File: src/rtl/product_pkg.sv
// product_pkg: shared widths, thresholds and FSM encoding for the product BCD converter.
package product_pkg;
  localparam int W_PRODUCT = 8;
  localparam int N_BCD_DIGITS = 3;
  localparam logic [3:0] BCD_ADD3_THRESH = 4'd5;
  typedef enum logic [1:0] {
    IDLE  = 2'd0,
    SHIFT = 2'd1,
    DONE  = 2'd2
  } state_e;
endpackage

File: src/rtl/bcd_add3_digit.sv
// bcd_add3_digit: double-dabble digit correction, adds 3 to a BCD digit >= 5.
// Ports: digit_i  raw 4-bit BCD digit
//        digit_o  corrected digit, ready to be shifted left
module bcd_add3_digit
  import product_pkg::*;
(
  input  logic [3:0] digit_i,
  output logic [3:0] digit_o
);
  assign digit_o = digit_i >= BCD_ADD3_THRESH ? digit_i + 4'd3 : digit_i;
endmodule

File: src/rtl/product_bcd_conv.sv
// product_bcd_conv: sequential shift-and-add-3 binary-to-BCD converter, one shift per clock.
// Ports: clk, rst_n (async, active-low)
//        in_valid/in_ready/bin_in     input handshake, accepted only in IDLE
//        out_valid/out_ready/bcd_out  result handshake, bcd_out = {hundreds, tens, ones}
//        busy                         high while shifting
//        blank_n                      leading-zero blanking mask (only with PRODUCT_BCD_LZB_EN)
// Optional feature macro: PRODUCT_BCD_LZB_EN
module product_bcd_conv
  import product_pkg::*;
#(
  parameter int W_IN     = W_PRODUCT,
  parameter int N_DIGITS = N_BCD_DIGITS
) (
  input  logic                  clk,
  input  logic                  rst_n,
  input  logic                  in_valid,
  output logic                  in_ready,
  input  logic [W_IN-1:0]       bin_in,
  output logic                  out_valid,
  input  logic                  out_ready,
  output logic [4*N_DIGITS-1:0] bcd_out,
  output logic                  busy
`ifdef PRODUCT_BCD_LZB_EN
  ,
  output logic [N_DIGITS-1:0]   blank_n
`endif
);
  localparam int CW = W_IN > 1 ? $clog2(W_IN) : 1;
  localparam int BW = 4 * N_DIGITS;
  localparam int SW = BW + W_IN;
  if (10 ** N_DIGITS <= 2 ** W_IN - 1) begin : g_bad_cfg
    $error("N_DIGITS too small to hold 2^W_IN-1");
  end
  state_e        state_q, state_d;
  logic [CW-1:0] cnt_q, cnt_d;
  logic [SW-1:0] sr_q, sr_d, sr_sh;
  logic [BW-1:0] adj, bcd_q, bcd_d;
  logic          last;
  for (genvar d = 0; d < N_DIGITS; d++) begin : g_add3
    bcd_add3_digit u_add3 (
      .digit_i(sr_q[W_IN+4*d +: 4]),
      .digit_o(adj[4*d +: 4])
    );
  end
  // Correct every digit first, then shift the whole {BCD, binary} register.
  assign sr_sh = {adj, sr_q[W_IN-1:0]} << 1;
  assign last  = cnt_q == CW'(W_IN - 1);
  always_ff @(posedge clk or negedge rst_n) begin
    if (!rst_n) begin
      state_q <= IDLE;
      cnt_q   <= '0;
      sr_q    <= '0;
      bcd_q   <= '0;
    end else begin
      state_q <= state_d;
      cnt_q   <= cnt_d;
      sr_q    <= sr_d;
      bcd_q   <= bcd_d;
    end
  end
  always_comb begin
    state_d = state_q;
    cnt_d   = cnt_q;
    sr_d    = sr_q;
    bcd_d   = bcd_q;
    case (state_q)
      IDLE: if (in_valid) begin
        state_d = SHIFT;
        cnt_d   = '0;
        sr_d    = SW'(bin_in);
      end
      SHIFT: begin
        sr_d  = sr_sh;
        cnt_d = cnt_q + 1'b1;
        if (last) begin
          state_d = DONE;
          bcd_d   = sr_sh[SW-1:W_IN];
        end
      end
      DONE: if (out_ready) state_d = IDLE;
      default: state_d = IDLE;
    endcase
  end
  always_comb begin
    in_ready  = state_q == IDLE;
    busy      = state_q == SHIFT;
    out_valid = state_q == DONE;
  end
  assign bcd_out = bcd_q;
`ifdef PRODUCT_BCD_LZB_EN
  logic [N_DIGITS-1:0] blank_q, blank_d;
  // Digit k stays lit if it or any higher digit is nonzero; ones always lit.
  for (genvar k = 0; k < N_DIGITS; k++) begin : g_blank
    assign blank_d[k] = (k == 0) | (|bcd_d[BW-1:4*k]);
  end
  // bcd_d only moves on the DONE-entry edge, so this tracks bcd_out exactly.
  always_ff @(posedge clk or negedge rst_n) begin
    if (!rst_n) blank_q <= N_DIGITS'(1);
    else blank_q <= blank_d;
  end
  assign blank_n = blank_q;
`endif
endmodule
File: config.mk
export PLATFORM = sky130hd
export DESIGN_NAME = product_bcd_conv
export DESIGN_NICKNAME = d
export VERILOG_FILES = /design/src/rtl/product_pkg.sv /design/src/rtl/bcd_add3_digit.sv /design/src/rtl/product_bcd_conv.sv
export SDC_FILE = /design/constraint.sdc
export NUM_CORES = 1
export LEC_CHECK = 0
export BUFFER_PORTS_ARGS = -buffer_cell sky130_fd_sc_hd__buf_4
export CORE_ASPECT_RATIO = 0.7
export CORE_MARGIN = 2
export CORE_UTILIZATION = 47
export CTS_CLUSTER_SIZE = 40
export DETAILED_ROUTE_END_ITERATION = 10
export MAX_ROUTING_LAYER = met4
export PLACE_DENSITY = 0.7
export SYNTH_ARGS = -nofsm -noshare
export SYNTH_HDL_FRONTEND = slang
export SYNTH_HIERARCHICAL = 1
export SYNTH_SLANG_ARGS = --single-unit
File: constraint.sdc
create_clock -name clk -period 1.4 [get_ports clk]
set_input_delay 0.14 -clock clk [delete_from_list [all_inputs] [get_ports clk]]
set_output_delay 0.14 -clock clk [all_outputs]
set_load 0.05 [all_outputs]
After elaboration in Yosys (flattened, before gate mapping) --
Index checks and enable logic that the tools add are counted.
Storage, ports and cells: flip-flop bits (word level) 37, input port bits 12, output and inout bits 15, logic and storage cells 33
Operators by class: $add $sub $neg 4, magnitude comparators 3, equality and inequality tests 6, muxes and demuxes 11, reduce and logical (&&, ||, !) cells 5
Operators by type and width (count):
- 20-bit case mux with 2 select lines | 1
- 20-bit two-way mux | 1
- 4-bit by 3-bit greater-or-equal comparator with 1-bit output, second input constant | 3
- 4-bit by 2-bit adder with 4-bit output, second input constant | 2
- 4-bit two-way mux | 2
- 2-bit two-way mux | 3
- 3-bit two-way mux | 2
- 2-bit case mux with 3 select lines | 1
- 3-bit case mux with 2 select lines | 1
- 2-bit by 1-bit != test with 1-bit output, second input constant | 2
- 2-bit AND reduction | 2
- 3-bit by 1-bit adder with 3-bit output, second input constant | 1
- 3-bit by 2-bit adder with 3-bit output, second input constant | 1
- 3-bit equality test, second input constant | 1
- 3-bit AND reduction | 1
- 2-bit by 1-bit equality test with 1-bit output, second input constant | 1
- 2-bit equality test, second input constant | 1
- 2-bit zero test | 1
- 2-bit != test, second input constant | 1
- 2-bit nonzero test | 1

Logic depth before layout (Yosys ltp) --
Gate-level depths: netlist (run 1).
depth in word-level cells 3, gate-level depth with buffers 7, gate-level depth less buffers 6

Hierarchy --
The synthesis (run 1) kept the hierarchy.
By module, submodules not included:
- product_bcd_conv | times used 1, cells each 112, area each 1539.0 um2, seq. area each 925.9 um2
- bcd_add3_digit | times used 3, cells each 16, area each 101.3 um2, seq. area each 0.0 um2

Worst setup path before layout (run 1) --
OpenSTA, ideal clock, no wires.
path kind flip-flop to flip-flop, start point reg state_q[0], end point reg sr_q[1], library setup time 0.175 ns, data arrival time 1.364 ns, required time 1.225 ns, path slack -0.138 ns, cell stages (with the launch flop) 4, buffers on the path 1, clock period less this slack 1.538 ns, cell sequence dfrtp_1 > buf_6 > nor2_1 > a221oi_1
Between the ends: word-level cells in the longest chain between the ends 3, elaborated cells between the ends (all ways) 6, those cells by class eq/ne: 2; mux: 1; reduce/logical: 3
RTL lines:
- from (decl) | line product_bcd_conv.sv:34 | state_e state_q, state_d;
- from (signal assigned) | line product_bcd_conv.sv:55 | state_q <= state_d;
- 2-bit zero test (*)
- via in_ready | line product_bcd_conv.sv:17 | output logic in_ready,
- 2-bit != test (no source line) or 2-bit nonzero test (tied branches)
- 2-bit AND reduction (no source line)
- to (signal assigned) | line product_bcd_conv.sv:57 | sr_q <= sr_d;
- to (decl) | line product_bcd_conv.sv:36 | logic [SW-1:0] sr_q, sr_d, sr_sh;
Mark *: on every way through the listed nets, which the timed path passes. The rest lies on a longest branch. A chain may end at the register's enable or synchronous reset.

Worst setup path after layout (run 1) --
start point reg sr_q[17], end point reg bcd_q[10] (netlist: bcd_out[10])
Between the ends: word-level cells in the longest chain between the ends 2, elaborated cells between the ends (all ways) 3, those cells by class add/sub: 1; order compare: 1; mux: 1
RTL lines:
- 4-bit by 3-bit greater-or-equal comparator with 1-bit output or 3-bit by 2-bit adder with 3-bit output (tied branches) | line bcd_add3_digit.sv:10 | assign digit_o = digit_i >= BCD_ADD3_THRESH ? digit_i + 4'd3 : digit_i;
- 3-bit two-way mux (*) | line bcd_add3_digit.sv:10
- via adj[9] | line product_bcd_conv.sv:37 | logic [BW-1:0] adj, bcd_q, bcd_d;
- to (signal assigned) | line product_bcd_conv.sv:53 | bcd_q <= '0;
- to (signal assigned) | line product_bcd_conv.sv:58 | bcd_q <= bcd_d;
- to (decl) | line product_bcd_conv.sv:37
Marked as above.

==> impl_results.md, run 1 <==
- Max Transition Viols Final: 0
- GRT Overall Usage: 0.201
- Worst-margin pin slew: 467 ps
- Peak supply drop: 1.57 mV
- F_max: 0.691 GHz
- Via density: 5.41
- Power Density: 2550 nW/µm²
- Total design power: 0.00645 W
- # setup viols final: 7
- Clk_lat worst skew: 280 ps
- Initial drt markers: 73
- Startpoint types: flop
- Vias in the first global route: 1366
- Critical Path AT: 1670 ps
- Max stage delay on crit path: 380 ps
- Status: complete, but fails checks
- Hpwl dp: 2.76 mm
- CTS tree: built
- Finished Layout Cells: 258
- Largest net degree at the start of global routing: 38
- Starting Density: 0.503
- Wirelength per Cell: 16.3 µm
- Syn_nets: 176
- Min-delay src: out_ready
- Fraction of layout cells with a size suffix above 1: 0.471
- Crit-path slowest cell: dfrtp_1
- Grt total ovfl: 0
- YS warnings: 6
- CP Capture Type: flop
- Area delta synth->final: 38.5%
- Clock tree buffer depth: 2
- DRT Pass-1 Iters: 4
- R2r startpoint: sr_q[17]
- CTS Buf Count: 5
- Core Region: 3630 µm²
- Fill cells: 272
- Final hold violations: 0
- Max Cap Viol: 0
- Crit path max fanout: 3
- Cell count after placement: 241
- CTS root buffer: clkbuf_8
- Lkg Pwr: 1.19 nW
- Post-route ant nets: 0
- First-pass GRT wire length: 6.60 mm
- Final setup margin: -46.9 ps
- R2R depth: 6
- Row count: 18
- Synthesized area: 1820 µm²
- CTS clk-pin slew, worst paths: 70 ps
- Crit Reg-Reg Endpoint: bcd_out[10]
- Min Tclk post-route: 1450 ps
- DIE WIDTH: 78.4 µm
- H-tree levels: 2
- Max Clock Skew: 8.44 ps
- Hold Path Class: input pin to flop
- Diodes inserted: 0
- Relative slew slack: 0.689
- CP Class: flop to flop
- Io pins: 27
- CTS sink cnt: 37
- Hold Path Depth: 2
- Failing checks: negative setup slack
- Worst Path Required: 1620 ps
- Synthesized instance count: 156
- Flop-to-flop setup slack: -50 ps
- Hold endpoint: state_q[1]
- Die H: 56.1 µm
- Vias: 1395
- Die area: 4400 µm²
- Number of antenna violations at the first check in global routing: 0
- CP cell instances: inv_2, ha_4, nand2b_4, a21oi_4, mux2i_2, mux2_4
- Total Wirelength: 4.22 mm
- Crit share post-route: 1.03
- Port bufs: 26
- RSZ-0062 raised after global routing: true
- Avg Synthesized Cell Area: 11.7 µm²
- # nets final: 227
- Gpl congestion: 0.801
- Post-route DRC violation count: 0
routing by layer:
metal	up-vias	share of wire	wire, µm	track usage
met2	37	0.50	2100	0.319
li1	663	-	-	-
met3	5	0.039	163	0.0455
met1	690	0.46	1920	0.263
met5	-	0	0	-
met4	0	0.0081	34	0.0526
critical path: cells and delay by family, from the launching register on:
kind / cells / cell delay [ps]
mux: 2 / 430
flops: 1 / 380
compound gates: 1 / 200
fa+ha+maj: 1 / 160
simple gates: 1 / 150
buf+inv: 1 / 80
worst max-delay path by stage:
| stage | endpoint | slack [ps] | start | cells past startpoint |
|---|---|---|---|---|
| after global routing | bcd_out[10] | -100 | sr_q[17] | 6 |
| after detailed placement | bcd_out[10] | -80 | sr_q[17] | 6 |
| after CTS | bcd_out[10] | -5 | sr_q[17] | 6 |
| after floorplan | bcd_out[2] | 10 | sr_q[8] | 6 |
| final | bcd_out[10] | -50 | sr_q[17] | 6 |
| after global placement | bcd_out[11] | -30 | cnt_q[0] | 4 |
what timing repair did:
item                                    CTS  global route
hold buffers                              1             0
buffers inserted                          1             6
gates resized for setup                  18            25
endpoints found under the setup margin   17            21
pin swaps                                 2             3
hold endpoints to repair                 37             0
gates cloned                              1             0
sequential cells by signal (all words and copies together), names as in the netlist:
register,count
bcd_out,12
sr_q,20
cnt_q,3
state_q,2
power by group:
group / internal [W] / total [W] / switching [W]
logic: 0.00186 / 0.00382 / 0.00196
registers: 0.00152 / 0.00193 / 0.000412
clock network: 0.000354 / 0.000701 / 0.000347
cell type report:
cell class | count | area, µm² | share of cell area
clock buffer | 8 | 80.1 | 0.0317
inverter | 10 | 48.8 | 0.0193
multi-input combinational | 104 | 986 | 0.390
sequential | 37 | 928 | 0.368
tap | 50 | 62.6 | 0.0248
timing repair buffer | 49 | 419 | 0.166
per-stage QoR:
| stage | setup slack (ps) | utilization | cell area, µm² | setup TNS (ps) | hold WS, ps |
|---|---|---|---|---|---|
| floorplan | 13.2 | - | 1840 | 0 | -156 |
| global placement | -32.3 | 0.600 | 2170 | -123 | 123 |
| detailed placement | -80.5 | 0.600 | 2170 | -627 | 130 |
| CTS | -4.65 | 0.654 | 2370 | -4.65 | 18.7 |
| global route | -96.5 | 0.696 | 2520 | -656 | 24.3 |
| finish | -46.9 | 0.696 | 2520 | -213 | 20.4 |
placed cells by master (no fill, tap or decap), types with 2 or more instances in the layout:
cell type  count
a21oi_1        7
a21oi_4        3
o22ai_1       12
mux2_4         9
nand2_1       13
nand2b_1       3
o21ai_1        3
nor2_1         7
mux2i_2        2
clkbuf_1       3
inv_2          6
clkbuf_8       5
o21ai_0        3
buf_12         3
buf_6          3
mux2_2         3
inv_1          2
buf_4         42
nor2b_1        2
dfrtp_2        2
dfrtp_1       35
ha_4           7
xnor2_2        2
a22o_1        14
nand2b_4       4
(Power assumes the default switching activity.)
==> run 2: changes to the inputs <==
--- a/config.mk
+++ b/config.mk
@@ -6,14 +6,15 @@
 export NUM_CORES = 1
 export LEC_CHECK = 0
 export BUFFER_PORTS_ARGS = -buffer_cell sky130_fd_sc_hd__buf_4
+export CELL_PAD_IN_SITES_DETAIL_PLACEMENT = 0
+export CELL_PAD_IN_SITES_GLOBAL_PLACEMENT = 1
 export CORE_ASPECT_RATIO = 0.7
 export CORE_MARGIN = 2
-export CORE_UTILIZATION = 47
+export CORE_UTILIZATION = 39
 export CTS_CLUSTER_SIZE = 40
 export DETAILED_ROUTE_END_ITERATION = 10
 export MAX_ROUTING_LAYER = met4
-export PLACE_DENSITY = 0.7
+export PLACE_DENSITY_LB_ADDON = 0.1
 export SYNTH_ARGS = -nofsm -noshare
 export SYNTH_HDL_FRONTEND = slang
-export SYNTH_HIERARCHICAL = 1
 export SYNTH_SLANG_ARGS = --single-unit
==> run 2 against run 1 <==
The flow still finishes with violations (negative setup slack). Clock skew fell by 6.2 ps. Register-to-register slack improved by 30 ps. Via count rose by 5.4%. Critical endpoint is now sr_q[10]. Worst setup slack improved by 35 ps. Global-route usage fell by 2.5 points.
==> impl_results.md, run 2 <==
- Largest area contributor in the synthesized netlist: dfrtp_1
- CP Class: flop to flop (unchanged)
- Max reg flops: 20 (unchanged)
- RSZ-0062 raised after global routing: true (unchanged)
- CP delay by family, top: flip-flops (was multiplexers)
- Post-route ant nets: 0 (unchanged)
- # nets final: 252 (was 227)
- YS warnings: 0 (was 6)
- Post-synth cell types: 29
- Clock tree buffer depth: 2 (unchanged)
- Status: complete, but fails checks (unchanged)
- Hold Path Class: input pin to flop (unchanged)
- Sequential share of the synthesized area: 0.516
- Vias: 1471 (was 1395)
- Worst Path Required: 1630 ps (was 1620 ps)
- Register with the most flip-flops: sr_q (unchanged)
- Async SR Flop Fraction: 1.00
- Commonest non-fill, non-tap cell in the layout: buf_4 (unchanged)
- CP Capture Type: flop (unchanged)
- Worst path bufs/invs: 0 (was 1)
- Peak supply drop: 1.14 mV (was 1.57 mV)
- Port bufs: 26 (unchanged)
- Most numerous cell in the Yosys netlist: dfrtp_1
- Grt total ovfl: 0 (unchanged)
- Hold WS: 25.0 ps (was 20.4 ps)
- Synthesized area: 1790 µm² (was 1820 µm²)
- Finished Layout Cells: 288 (was 258)
- F_max: 0.708 GHz (was 0.691 GHz)
- CTS root buffer: clkbuf_8 (unchanged)
- CTS sink cnt: 37 (unchanged)
- Lkg Pwr: 1.18 nW (was 1.19 nW)
- Synth cell count leaders: 37 x dfrtp_1, 26 x nand2_1, 21 x o21ai_0
- GRT Overall Usage: 0.176 (was 0.201)
- # setup viols final: 2 (was 7)
- Vias in the first global route: 1400 (was 1366)
- Startpoint types: flop (unchanged)
- DRT Pass-1 Iters: 4 (unchanged)
- First-pass GRT wire length: 6.67 mm (was 6.60 mm)
- Die H: 60.8 µm (was 56.1 µm)
- CTS clk-pin slew, worst paths: 70 ps (about the same)
- DIE WIDTH: 85.1 µm (was 78.4 µm)
- Power Density: 2590 nW/µm² (was 2550 nW/µm²)
- WP depth: 5 (was 6)
- Io pins: 27 (unchanged)
- Clk_lat worst skew: 290 ps (was 280 ps)
- Relative slew slack: 0.690 (was 0.689)
- Max stage delay on crit path: 430 ps (was 380 ps)
- Core Region: 4380 µm² (was 3630 µm²)
- CTS Buf Count: 5 (unchanged)
- Min Tclk post-route: 1410 ps (was 1450 ps)
- Final hold violations: 0 (unchanged)
- Yosys reg bits: 37
- Synthesized instance count: 181 (was 156)
- Post-route DRC violation count: 0 (unchanged)
- Critical Path AT: 1640 ps (was 1670 ps)
- Largest net degree at the start of global routing: 38 (unchanged)
- H-tree levels: 2 (unchanged)
- Syn_nets: 201 (was 176)
- Failing checks: negative setup slack (unchanged)
- Total design power: 0.00658 W (was 0.00645 W)
- Total Wirelength: 4.02 mm (was 4.22 mm)
- Die area: 5170 µm² (was 4400 µm²)
- Area delta synth->final: 41.9% (was 38.5%)
- Worst-margin pin slew: 466 ps (was 467 ps)
- Max Transition Viols Final: 0 (unchanged)
- Via density: 5.11 (was 5.41)
- Commonest non-fill, non-tap cells in the layout: 45 x buf_4, 36 x dfrtp_1, 26 x nand2_1 (was 42 x buf_4, 35 x dfrtp_1, 14 x a22o_1)
- Crit share post-route: 1.01 (was 1.03)
- Fraction of layout cells with a size suffix above 1: 0.416 (was 0.471)
- Hpwl dp: 2.69 mm (was 2.76 mm)
- Final setup margin: -12.1 ps (was -46.9 ps)
- Max Clock Skew: 2.28 ps (was 8.44 ps)
- Synth top area share: 0.516
- Gpl congestion: 0.805 (was 0.801)
- Hold Path Depth: 2 (unchanged)
- CTS tree: built (unchanged)
- Wirelength per Cell: 13.9 µm (was 16.3 µm)
- Cell count after placement: 274 (was 241)
- Crit-path slowest cell: dfrtp_1 (unchanged)
- Number of antenna violations at the first check in global routing: 0 (unchanged)
- Max Cap Viol: 0 (unchanged)
- Starting Density: 0.410 (was 0.503)
- Crit path max fanout: 4 (was 3)
- Row count: 20 (was 18)
- Synth Flop Type: dfrtp_1
- R2R depth: 5 (was 6)
- CP cell instances: ha_2, nand2b_4, a21oi_4, mux2_4, o21ai_1 (was inv_2, ha_4, nand2b_4, a21oi_4, mux2i_2, mux2_4)
- Initial drt markers: 75 (was 73)
- Avg Synthesized Cell Area: 9.91 µm² (was 11.7 µm²)
- Diodes inserted: 0 (unchanged)
- Synth area leaders: dfrtp_1 52%, o21ai_0 5.9%, ha_1 5.6%
- Number of synthesized flops with an enable pin: 0
==> run 2: cell types whose count changed in the layout (fill, tap and decap cells not counted), moves of 6 or more <==
cell	change
nor2_1	-6
o21ai_1	+10
a22o_1	-11
nand2_1	+13
mux2_4	-6
o21ai_0	+13
o22ai_1	-12
==> run 2: cell families after synthesis <==
logic type	count (synthesis)	share of synthesized area
AO/OA/AOI/OAI	60	0.190
XOR/XNOR	3	0.0146
adder cells (fa/ha/maj)	8	0.0558
buffers and inverters	16	0.0432
flip-flops	37	0.516
multiplexers	4	0.0293
AND/OR/NAND/NOR	53	0.151
==> run 2: cell type report <==
type                       count  area [µm²]
clock inverter                 1        5.00
inverter                       8        35.0
tap                           55        68.8
fill                         369        1830
sequential                    37         927
multi-input combinational    128         978
timing repair buffer          52         435
clock buffer                   7        96.3
==> run 2: metrics by stage <==
| stage | instance area (µm²) | TNS, ps | util | worst slack (ps) |
|---|---|---|---|---|
| finish | 2550 | -12.9 | 0.581 | -12.1 |
| global route | 2550 | -479 | 0.581 | -61.7 |
| CTS | 2430 | -59.6 | 0.554 | -30.0 |
| detailed placement | 2210 | -540 | 0.505 | -80.2 |
| global placement | 2210 | -49.3 | 0.505 | -25.0 |
| floorplan | 1830 | -16.4 | - | -8.22 |
==> run 2: where the power goes <==
| group | switching [W] | total, W | leakage [nW] | internal, W |
|---|---|---|---|---|
| logic | 0.00202 | 0.00382 | 0.648 | 0.00179 |
| registers | 0.000423 | 0.00194 | 0.474 | 0.00152 |
| clock network | 0.000379 | 0.000823 | 0.0542 | 0.000445 |
==> run 2: metal layers <==
layer  vias up  wire [µm]  track usage
li1        726          -            -
met1       704       1920        0.232
met2        33       1810        0.258
met3         8        215       0.0463
met4         0         70       0.0771
met5         -          0            -
==> run 2: worst paths after layout <==
| path | from | to | slack (ps) |
|---|---|---|---|
| hold / removal | out_ready | state_q[1] | 30 |
| hold reg to reg | bcd_out[11] | bcd_out[11] | 480 |
| min in group asynchronous | rst_n | sr_q[0] | 330 |
| setup / recovery | sr_q[8] | sr_q[10] | -10 |
| max in group asynchronous | rst_n | state_q[1] | 720 |
| setup reg to reg | sr_q[8] | sr_q[10] | -10 |
==> run 2: timing repair <==
item,4_1_cts,5_1_grt
pin swaps,6,5
gates resized for setup,23,21
setup buffers,2,3
endpoints found under the hold margin,37,0
hold buffers,1,0
endpoints found under the setup margin,15,20
